File: config.mk
export PLATFORM = sky130hd
export DESIGN_NAME = search_latch_tx
export DESIGN_NICKNAME = d
export VERILOG_FILES = /design/src/rtl/search_latch_tx.sv
export SDC_FILE = /design/constraint.sdc
export NUM_CORES = 1
export LEC_CHECK = 0
export ABC_AREA = 1
export ABC_CLOCK_PERIOD_IN_PS = 5400
export BUFFER_PORTS_ARGS = -buffer_cell sky130_fd_sc_hd__buf_2
export CAP_MARGIN = 30
export CORE_MARGIN = 2
export CORE_UTILIZATION = 40
export CTS_BUF_LIST = sky130_fd_sc_hd__clkbuf_2
export CTS_CLUSTER_DIAMETER = 30
export DETAILED_ROUTE_END_ITERATION = 10
export PLACE_DENSITY = 0.62
export SETUP_SLACK_MARGIN = 0.05
export SLEW_MARGIN = 0
export SYNTH_ARGS = -nofsm -noshare
export SYNTH_HDL_FRONTEND = slang
export SYNTH_SLANG_ARGS = --single-unit
File: constraint.sdc
create_clock -name clk -period 5.4 [get_ports clk]
set_input_delay 0 -clock clk [delete_from_list [all_inputs] [get_ports clk]]
set_output_delay 0 -clock clk [all_outputs]
set_load 0.02 [all_outputs]
File: src/rtl/search_latch_tx.sv
// search_latch_tx: MSB-first serialiser with frame strobe and even parity.
// Every output is a flop, so the receiving latches see clean edge-launched data.
module search_latch_tx #(
   parameter int WIDTH     = 8,
   parameter bit PARITY_EN = 1'b1,
   parameter int GAP       = 1
) (
   input  logic             clk,
   input  logic             rst_n,
   input  logic [WIDTH-1:0] tx_data,
   input  logic             tx_valid,
   output logic             tx_ready,
   output logic             ser_out,
   output logic             ser_frame,
   output logic             ser_en,
   output logic             busy,
   output logic             done
);

   localparam int CW = $clog2(WIDTH);
   localparam logic [CW-1:0] LAST = CW'(WIDTH - 1);
   localparam logic [3:0] GAP_LD = (GAP > 0) ? 4'(GAP - 1) : 4'd0;

   typedef enum logic [1:0] {
      S_IDLE,
      S_SHIFT,
      S_PAR,
      S_GAP
   } state_e;

   state_e           state_q, state_d;
   logic [WIDTH-1:0] shreg_q, shreg_d;
   logic [CW-1:0]    bitcnt_q, bitcnt_d;
   logic [3:0]       gapcnt_q, gapcnt_d;
   logic             par_q, par_d;
   logic             sout_q, sout_d;
   logic             sfr_q, sfr_d;
   logic             sen_q, sen_d;
   logic             done_q, done_d;
   state_e           post_frame;

   assign post_frame = (GAP == 0) ? S_IDLE : S_GAP;

   always_comb begin
      state_d  = state_q;
      shreg_d  = shreg_q;
      bitcnt_d = bitcnt_q;
      gapcnt_d = gapcnt_q;
      par_d    = par_q;
      done_d   = 1'b0;
      unique case (state_q)
         S_IDLE: begin
            if (tx_valid) begin
               state_d  = S_SHIFT;
               shreg_d  = tx_data;
               bitcnt_d = LAST;
               par_d    = ^tx_data;
            end
         end
         S_SHIFT: begin
            shreg_d = shreg_q << 1;
            if (bitcnt_q == '0) begin
               gapcnt_d = GAP_LD;
               if (PARITY_EN) begin
                  state_d = S_PAR;
               end else begin
                  state_d = post_frame;
                  done_d  = 1'b1;
               end
            end else begin
               bitcnt_d = bitcnt_q - 1'b1;
            end
         end
         S_PAR: begin
            state_d  = post_frame;
            gapcnt_d = GAP_LD;
            done_d   = 1'b1;
         end
         S_GAP: begin
            if (gapcnt_q == '0) begin
               state_d = S_IDLE;
            end else begin
               gapcnt_d = gapcnt_q - 1'b1;
            end
         end
         default: state_d = S_IDLE;
      endcase
   end

   // Outputs are computed from next state so they launch on the same edge.
   always_comb begin
      sout_d = 1'b0;
      sfr_d  = 1'b0;
      sen_d  = 1'b0;
      if (state_d == S_SHIFT) begin
         sout_d = shreg_d[WIDTH-1];
         sfr_d  = (bitcnt_d == LAST);
         sen_d  = 1'b1;
      end else if (state_d == S_PAR) begin
         sout_d = par_d;
         sen_d  = 1'b1;
      end
   end

   always_ff @(posedge clk or negedge rst_n) begin
      if (!rst_n) begin
         state_q  <= S_IDLE;
         shreg_q  <= '0;
         bitcnt_q <= '0;
         gapcnt_q <= '0;
         par_q    <= 1'b0;
         sout_q   <= 1'b0;
         sfr_q    <= 1'b0;
         sen_q    <= 1'b0;
         done_q   <= 1'b0;
      end else begin
         state_q  <= state_d;
         shreg_q  <= shreg_d;
         bitcnt_q <= bitcnt_d;
         gapcnt_q <= gapcnt_d;
         par_q    <= par_d;
         sout_q   <= sout_d;
         sfr_q    <= sfr_d;
         sen_q    <= sen_d;
         done_q   <= done_d;
      end
   end

   assign tx_ready  = (state_q == S_IDLE);
   assign busy      = (state_q != S_IDLE);
   assign ser_out   = sout_q;
   assign ser_frame = sfr_q;
   assign ser_en    = sen_q;
   assign done      = done_q;

endmodule

==> run summary, run 1 <==
===============================================================================
Count of pins on the block boundary                                          17
Post-DP HPWL                                                       2162 microns
Syn-to-layout area delta                                                 15.36%
Number of cells produced by synthesis                                       169
Relative slew slack                                                      0.6811
Worst slack on hold paths                                              19.85 ps
Number of cells traversed by the worst register-to-register path              7
Outcome                                                            complete, no violations
Detailed Routing Iterations Pass 1                                            4
Pre-CTS worst setup slack                                               3372 ps
Yosys warning total                                                           0
Global-route wire length before repair                             4933 microns
Pwr Density                                                        508.0 nW/um^2
Setup CP Type                                                           reg2reg
Max Fanout on Critical Path                                                  11
Register bit count reported by yosys                                         22
Min Clock Period, post-route                                            2173 ps
Global routing usage summed across all routing layers                    0.1562
Via count of the routed design                                            1,126
Area used by multi-input combinational logic                        684.4 sq um
Post-synthesis instance area                                         1360 sq um
Drt wl/cell                                                        11.21 microns
Post-CTS Setup Inserts                                                        0
Via/cell ratio                                                            4.692
Iteration-0 DRC count of the detailed router                                 50
Remaining global-route overflow                                               0
Final nets                                                                  216
Max Freq                                                              460.3 MHz
H-tree level count                                                            1
Root Driver                                                            clkbuf_2
Vias in the first global route                                            1,168
RR Startpoint                                                        state_q[1]
Fraction of final layout cells sized beyond drive strength 1             0.1753
Slew at the pin closest to its max-slew limit                          478.4 ps
Sequential cell area in the final layout                            550.5 sq um
Total Neg Setup Slack                                                      0 ps
Final GP Congestion                                                      0.7469
Final Hold Fails                                                              0
CTS tree                                                                    yes
Req. time, crit path                                                    5630 ps
Synth Area per Inst                                                 8.048 sq um
Share of the clock period used by the worst path after layout            0.4023
Most common library cell in the layout ignoring fill and taps           nand2_1
Number of failing setup endpoints in the final timing report                  0
Full die area                                                        3883 sq um
Fill cell count                                                             345
Destination of the worst hold path                                   shreg_q[5]
Portion of the post-synthesis area used by sequential elements           0.4048
Antenna violations before repair                                              0
Clock sink total                                                             22
Netlist cell types                                                           27
Antenna diodes                                                                0
Final ANT Viol Nets                                                           0
Worst path arrival time                                                 2400 ps
Die outline width                                                  62.31 microns
Instance count along the most critical hold path                              3
Worst reg-to-reg setup slack                                            3230 ps
Static leakage power                                                  0.8558 nW
RSZ-0062 raised after global routing                                      false
Die span in y                                                      62.31 microns
Core region area                                                     3311 sq um
Total detailed-routing wirelength                                  2691 microns
Capturing point of the worst reg2reg path                            shreg_q[0]
Leading cell types in the layout, fill and taps excluded           nand2_1 (40), inv_1 (27), dfrtp_1 (22), nor2_1 (16), buf_2 (16)
Number of core rows                                                          21
Number of slew-limit violations in the final report                           0
Worst IR drop on VDD                                                  0.2602 mV
DR DRC count                                                                  0
Setup crit end kind                                                        flop
Category of the worst setup path launch point                              flop
Clock insertion delay at the later pin of the skew report                310 ps
Worst min-delay path startpoint                                      tx_data[5]
Hold crit path type                                                      in2reg
Effective utilization at floorplan                                       0.4108
Maximum buffer depth of the clock tree                                        2
Number of buffers created by CTS                                              3
Clock transition at the registers of the reported paths                  190 ps
Max-cap violations                                                            0
Final worst slack                                                       3227 ps
Net count after synthesis                                                   190
Pin count of the biggest net entering global routing                         23
Clk_skew                                                               10.37 ps
Count of input and output buffers                                            16
===============================================================================
==> per-stage QoR <==
step | std cells | util | area (sq um) | power (W)
global route | 240 | 0.4739 | 1569 | 0.0008939
finish | 240 | 0.4739 | 1569 | 0.0007971
floorplan | 169 | - | 1360 | 0.0006301
detailed placement | 230 | 0.4501 | 1490 | 0.0007373
global placement | 230 | 0.4501 | 1490 | 0.0007165
CTS | 239 | 0.4709 | 1559 | 0.0008091
==> worst max path at each step <==
stage                from    endpoint  slack, ps  cells past startpoint
6_report       state_q[1]  shreg_q[0]       3230                      7
5_1_grt        state_q[1]  shreg_q[0]       3040                      7
4_1_cts        state_q[1]  shreg_q[0]       3230                      7
3_5_place_dp   state_q[1]     ser_out       3370                     12
3_3_place_gp   state_q[1]     ser_out       3470                     12
2_1_floorplan  state_q[0]     ser_out       3510                     10
==> registers in the layout (all words and copies together), names as in the netlist <==
name and flops:
par_q 1, ser_frame 1, ser_out 1, bitcnt_q 3, gapcnt_q 4, state_q 2, done 1, shreg_q 8
ser_en 1
==> worst max-delay path, cell delays in order, from the launching register on <==
cell and delay [ps]:
dfrtp_1 450, inv_1 120, ha_1 440, nand2_2 140, nand2_4 130, inv_6 60
a32o_1 190, dlygate4sd3_1 550
==> synthesized netlist by cell type, drive strengths merged <==
cell type,n,area [sq um]
o21ai,7,38.79
xnor2,4,35.03
a221oi,3,26.28
a22oi,1,12.51
nor3,2,10.01
ha,10,125.1
nand3,10,50.05
nand2,48,215.2
and2,2,12.51
a32o,1,10.01
nor2,16,60.06
dfrtp,22,550.5
inv,30,117.6
a21boi,1,7.510
o31ai,1,7.510
a21oi,3,15.01
buf,1,7.510
o211ai,4,35.03
or2,1,6.260
xor2,2,17.52
==> cell type report <==
class	count	share of cell area
multi-input cells	116	0.4362
flip-flops and latches	22	0.3509
repair buffers	22	0.08931
well taps	46	0.03668
clock buffers	3	0.009569
inverters	30	0.07496
clock inverters	1	0.002392
==> power by group <==
| part | internal [W] | switching [W] |
|---|---|---|
| Clock | 0.0000161 | 0.0000448 |
| Sequential | 0.000231 | 0.0000321 |
| Combinational | 0.000175 | 0.000299 |
| Total | 0.000421 | 0.000376 |
==> what timing repair did <==
action,CTS,global route
endpoints found under the hold margin,25,1
hold buffers,5,1
resized for setup,0,0
==> kinds of logic after synthesis <==
group                    share of synthesized area
flip-flops                                  0.4048
AND/OR/NAND/NOR                             0.2603
XOR/XNOR                                   0.03864
AO/OA/AOI/OAI                               0.1122
buffers and inverters                      0.09200
adder cells (fa/ha/maj)                    0.09200
==> layer usage <==
metal  part of all wire  track usage  wire [microns]
met5                  0            0               0
met4              0.025      0.06944              68
met3              0.022      0.01449              59
met2               0.50       0.2813            1344
met1               0.45       0.1895            1219
Power figures use the tool's default switching activity.
==> run 2, diff against run 1 <==
- ABC_CLOCK_PERIOD_IN_PS: 5400 -> 2200
- clock period: 5.4 -> 2.2 ns (I/O delays scaled with it)
==> run 2 against run 1 <==
Total power up 150%. Largest cell class unchanged. Clock skew up 6.1 ps. Global-route usage down 0.22 points. Sequential power up 140%. Critical path type unchanged. Largest power group unchanged.
==> run summary, run 2 (synthesized netlist as in run 1, its figures left out) <==
==================================================================================
Global-route wire length before repair                                4836 microns
Static leakage power                                                     0.8490 nW
Clk_skew                                                                  16.51 ps
Global-route met1 utilization                                               0.1865
Number of slew-limit violations in the final report                              0
Worst path arrival time                                                    2190 ps
Count of pins on the block boundary                                             17
Relative slew slack                                                         0.6802
Fraction of final layout cells sized beyond drive strength 1                0.1813
Clock transition at the registers of the reported paths                     200 ps
Switching share of total power                                              0.4743
Final design instance area without fill                                 1562 sq um
Full die area                                                           3883 sq um
Top Registers                                                         shreg_q (8), gapcnt_q (4), bitcnt_q (3)
Share of power burned in the clock network                                   0.079
Category of the worst setup path launch point                                 flop
Post-DP HPWL                                                          2136 microns
Min Clock Period, post-route                                               1920 ps
Placed standard-cell area                                               1490 sq um
Max-cap violations                                                               0
Switching component of the power                                       0.0009268 W
Via count of the routed design                                               1,155
Slew at the pin closest to its max-slew limit                             479.7 ps
Final worst slack                                                         280.1 ps
Final nets                                                                     215
Area used by multi-input combinational logic                           686.9 sq um
Pin count of the biggest net entering global routing                            23
Post-CTS Setup Inserts                                                           0
Total Neg Setup Slack                                                         0 ps
Final Hold Fails                                                                 0
Maximum buffer depth of the clock tree                                           2
Worst IR drop on VDD                                                     0.7543 mV
Setup CP Type                                                              reg2reg
Antenna diodes                                                                   0
Global route hottest layer                                                    met2
Count of input and output buffers                                               16
Remaining global-route overflow                                                  0
Outcome                                                               complete, no violations
Antenna violations before repair                                                 0
Detailed Routing Iterations Pass 1                                               4
Register with the highest flop count                                       shreg_q
Number of failing setup endpoints in the final timing report                     0
Met3 usage                                                                 0.01087
Core utilization of the finished layout                                     0.4717
Drt wl/cell                                                           11.43 microns
Setup crit end kind                                                           flop
Flip-flop count of the largest register, all copies and words added              8
Critical path, cell by cell                                           inv_1, ha_1, inv_2, nor2_1, nand2_1, a21boi_1, ha_1, nor2_1, nand3_1, nand2_1
Core region area                                                        3311 sq um
Most common library cell in the layout ignoring fill and taps              nand2_1
Internal power consumption                                              0.001027 W
Clock insertion delay at the later pin of the skew report                   330 ps
Number of buffers created by CTS                                                 3
Req. time, crit path                                                       2470 ps
Pwr Density                                                           1251 nW/um^2
Global routing usage summed across all routing layers                       0.1540
DR DRC count                                                                     0
Final ANT Viol Nets                                                              0
Total detailed-routing wirelength                                     2732 microns
Effective utilization at floorplan                                          0.4108
Number of core rows                                                             21
Vias in the first global route                                               1,139
Leading cell types in the layout, fill and taps excluded              nand2_1 (40), inv_1 (27), dfrtp_1 (22), nor2_1 (16), buf_2 (16)
Iteration-0 DRC count of the detailed router                                    41
Syn-to-layout area delta                                                    14.81%
Worst path slowest cell                                                    dfrtp_1
Combinational share of power                                                 0.591
Worst slack on hold paths                                                 3.529 ps
Met2 track demand over resource in global routing                           0.2853
Root Driver                                                               clkbuf_2
Final GP Congestion                                                         0.7469
Via/cell ratio                                                               4.833
CTS tree                                                                       yes
Share of the clock period used by the worst path after layout               0.8727
Proportion of power drawn by flip-flops and latches                          0.330
Sequential cell area in the final layout                               550.5 sq um
RSZ-0062 raised after global routing                                         false
Max Fanout on Critical Path                                                      6
Max Freq                                                                 520.9 MHz
Die span in y                                                         62.31 microns
Clock sink total                                                                22
Pre-CTS worst setup slack                                                 179.7 ps
Die outline width                                                     62.31 microns
Largest stage delay, worst path                                             460 ps
H-tree level count                                                               1
Fill cell count                                                                355
Hold crit path type                                                         in2reg
==================================================================================
[run 2: final cells by class]
class,count,area share
flip-flops and latches,22,0.3526
clock inverters,1,0.002404
inverters,30,0.07532
multi-input cells,116,0.4399
well taps,46,0.03686
repair buffers,21,0.08333
clock buffers,3,0.009615
[run 2: metrics by stage]
step	std cells	total power, W
after global placement	230	0.001759
after CTS	239	0.001970
after global routing	239	0.002170
final	239	0.001954
after floorplan	169	0.001547
after detailed placement	230	0.001805
[run 2: worst max-delay path, delay by kind of cell, from the launching register on]
kind | cells | cell delay [ps]
and+or+nand+nor | 5 | 490
buffers and inverters | 2 | 250
adders and majority gates | 2 | 520
DFF | 1 | 460
AOI/OAI and AO/OA | 1 | 140
[run 2: per-layer routing]
layer / up-vias / part of all wire
met5: - / 0
met3: 5 / 0.020
met4: 0 / 0.015
li1: 583 / -
met1: 544 / 0.45
met2: 23 / 0.51
[run 2: what timing repair did]
| item | 4_1_cts | 5_1_grt |
|---|---|---|
| endpoints found under the setup margin | 0 | 2 |
| hold buffers | 5 | 0 |
| endpoints found under the hold margin | 25 | 0 |
| gates resized for setup | 0 | 1 |
[run 2: final timing paths]
path | from | to | slack, ps | cells past startpoint
max in group asynchronous | rst_n | shreg_q[5] | 1730 | 2
min in group asynchronous | rst_n | done | 130 | 2
setup / recovery | state_q[0] | ser_out | 280 | 10
setup reg to reg | state_q[0] | ser_out | 280 | 10
hold / removal | tx_data[2] | shreg_q[2] | 4 | 3
hold reg to reg | shreg_q[0] | shreg_q[0] | 520 | 1
[run 2: power groups by stage]
| stage | Clock [W] | Sequential, W | Combinational [W] |
|---|---|---|---|
| final | 0.000154 | 0.000644 | 0.00116 |
| after global routing | 0.000185 | 0.000664 | 0.00132 |
| after CTS | 0.000161 | 0.000645 | 0.00116 |
| after detailed placement | 0 | 0.000655 | 0.00115 |
| after global placement | 0 | 0.000648 | 0.00111 |
| after floorplan | 0 | 0.000670 | 0.000877 |
==> run 3, diff against run 2 <==
- MAX_ROUTING_LAYER: not set -> met4
==> run 3 against run 2 <==
Setup slack lost 3.8 ps. Final cell count is the same. Global-route usage grew 0.44 points. Non-clock buffer count is the same. First-iteration DRC count grew 7.3%. Die area is the same. Total power is essentially flat. Routed wire length grew 0.26%. Sequential power is essentially flat. Largest cell class unchanged. Fmax shrank 0.20%. Flip-flop and latch count is the same. Clock skew grew 2.6 ps.
==> run summary, run 3 (synthesized netlist as in run 1, its figures left out) <==
==================================================================================
Outcome                                                               complete, no violations
Final GP Congestion                                                         0.7564
Hold crit path type                                                         in2reg
Root Driver                                                               clkbuf_2
Share of power burned in the clock network                                   0.079
Min Clock Period, post-route                                               1924 ps
Sequential cell area in the final layout                               550.5 sq um
Iteration-0 DRC count of the detailed router                                    44
Final worst slack                                                         276.3 ps
Worst slack on hold paths                                                 1.395 ps
Number of slew-limit violations in the final report                              0
CTS tree                                                                       yes
Non-filler instance count after layout                                         239
Via count of the routed design                                               1,159
Number of buffers created by CTS                                                 3
Max-cap violations                                                               0
Via/cell ratio                                                               4.849
Maximum buffer depth of the clock tree                                           2
Area used by multi-input combinational logic                           686.9 sq um
Static leakage power                                                     0.8490 nW
Req. time, crit path                                                       2470 ps
Slew at the pin closest to its max-slew limit                             481.5 ps
Clock transition at the registers of the reported paths                     200 ps
Share of the clock period used by the worst path after layout               0.8744
Max Fanout on Critical Path                                                      6
Most common library cell in the layout ignoring fill and taps              nand2_1
Buf/Inv on CP                                                                    2
Register with the highest flop count                                       shreg_q
Effective utilization at floorplan                                          0.4108
Cells after DPL                                                                230
Final Hold Fails                                                                 0
Core region area                                                        3311 sq um
Antenna violations before repair                                                 0
Detailed Routing Iterations Pass 1                                               4
Post-DP HPWL                                                          2136 microns
Pwr Density                                                           1252 nW/um^2
Relative slew slack                                                         0.6790
Syn-to-layout area delta                                                    14.81%
Worst IR drop on VDD                                                     0.7549 mV
Drt wl/cell                                                           11.46 microns
Pin count of the biggest net entering global routing                            23
Total detailed-routing wirelength                                     2739 microns
Combinational share of power                                                 0.591
Final Power                                                             0.001955 W
Setup CP Type                                                              reg2reg
Antenna diodes                                                                   0
Final ANT Viol Nets                                                              0
Final nets                                                                     215
Total Neg Setup Slack                                                         0 ps
Global-route wire length before repair                                4830 microns
Count of pins on the block boundary                                             17
Clock sink total                                                                22
Fill cell count                                                                355
Setup crit end kind                                                           flop
Flip-flop count of the largest register, all copies and words added              8
Clock insertion delay at the later pin of the skew report                   330 ps
Critical path's top delay family                                       adder cells
Vias in the first global route                                               1,139
Switching share of total power                                              0.4745
Leading cell types in the layout, fill and taps excluded              nand2_1 (40), inv_1 (27), dfrtp_1 (22), nor2_1 (16), buf_2 (16)
Critical path, cell by cell                                           inv_1, ha_1, inv_2, nor2_1, nand2_1, a21boi_1, ha_1, nor2_1, nand3_1, nand2_1
Number of core rows                                                             21
Max Freq                                                                 519.8 MHz
Full die area                                                           3883 sq um
Proportion of power drawn by flip-flops and latches                          0.330
Worst path arrival time                                                    2190 ps
RSZ-0062 raised after global routing                                         false
Number of failing setup endpoints in the final timing report                     0
Global routing usage summed across all routing layers                       0.1584
DR DRC count                                                                     0
Switching component of the power                                       0.0009275 W
Pre-CTS worst setup slack                                                 179.7 ps
Fraction of final layout cells sized beyond drive strength 1                0.1813
Remaining global-route overflow                                                  0
Top Registers                                                         shreg_q (8), gapcnt_q (4), bitcnt_q (3)
Internal power consumption                                              0.001027 W
Largest stage delay, worst path                                             460 ps
Die span in y                                                         62.31 microns
Worst path slowest cell                                                    dfrtp_1
Category of the worst setup path launch point                                 flop
Clk_skew                                                                  19.08 ps
H-tree level count                                                               1
Count of input and output buffers                                               16
Die outline width                                                     62.31 microns
==================================================================================
run 3: path summary, 6_finish.rpt:
kind	slack [ps]	cells past startpoint	startpoint	to
max	280	10	state_q[0]	ser_out
min	1	3	tx_data[2]	shreg_q[2]
max reg2reg	280	10	state_q[0]	ser_out
min reg2reg	520	2	shreg_q[7]	shreg_q[7]
max in group asynchronous	1730	2	rst_n	shreg_q[5]
min in group asynchronous	120	2	rst_n	done
run 3: repair_timing:
| action | in CTS | in global routing |
|---|---|---|
| endpoints found under the setup margin | 0 | 2 |
| hold endpoints to repair | 25 | 0 |
| gates resized for setup | 0 | 1 |
| buffers inserted | 0 | 0 |
| hold buffers | 5 | 0 |
run 3: area by class of cell:
| class | instances | share of cell area |
|---|---|---|
| Clock buffer | 3 | 0.009615 |
| Clock inverter | 1 | 0.002404 |
| Inverter | 30 | 0.07532 |
| Multi-Input combinational cell | 116 | 0.4399 |
| Sequential cell | 22 | 0.3526 |
| Tap cell | 46 | 0.03686 |
| Timing Repair Buffer | 21 | 0.08333 |
run 3: tightest hold or removal path, delay by kind of cell:
family / cells / cell delay (ps)
buffers and inverters: 2 / 200
AOI/OAI and AO/OA: 1 / 110
run 3: through the flow:
step	cell area, sq um	util
after floorplan	1360	-
after global placement	1490	0.4501
after detailed placement	1490	0.4501
after CTS	1559	0.4709
after global routing	1562	0.4717
final	1562	0.4717
run 3: per-layer routing:
layer	GRT usage	vias up	part of all wire	wire, microns
met4	0.05833	0	0.015	42
met5	-	-	0	0
li1	-	583	-	-
met2	0.2853	23	0.51	1408
met3	0.01087	5	0.020	55
met1	0.1865	548	0.45	1233
run 3: power by group through the flow:
stage          sequential, W  clock [W]  combinational (W)
2_1_floorplan       0.000670          0           0.000877
3_3_place_gp        0.000648          0            0.00111
3_5_place_dp        0.000655          0            0.00115
4_1_cts             0.000645   0.000161            0.00116
5_1_grt             0.000664   0.000185            0.00132
6_report            0.000644   0.000155            0.00116
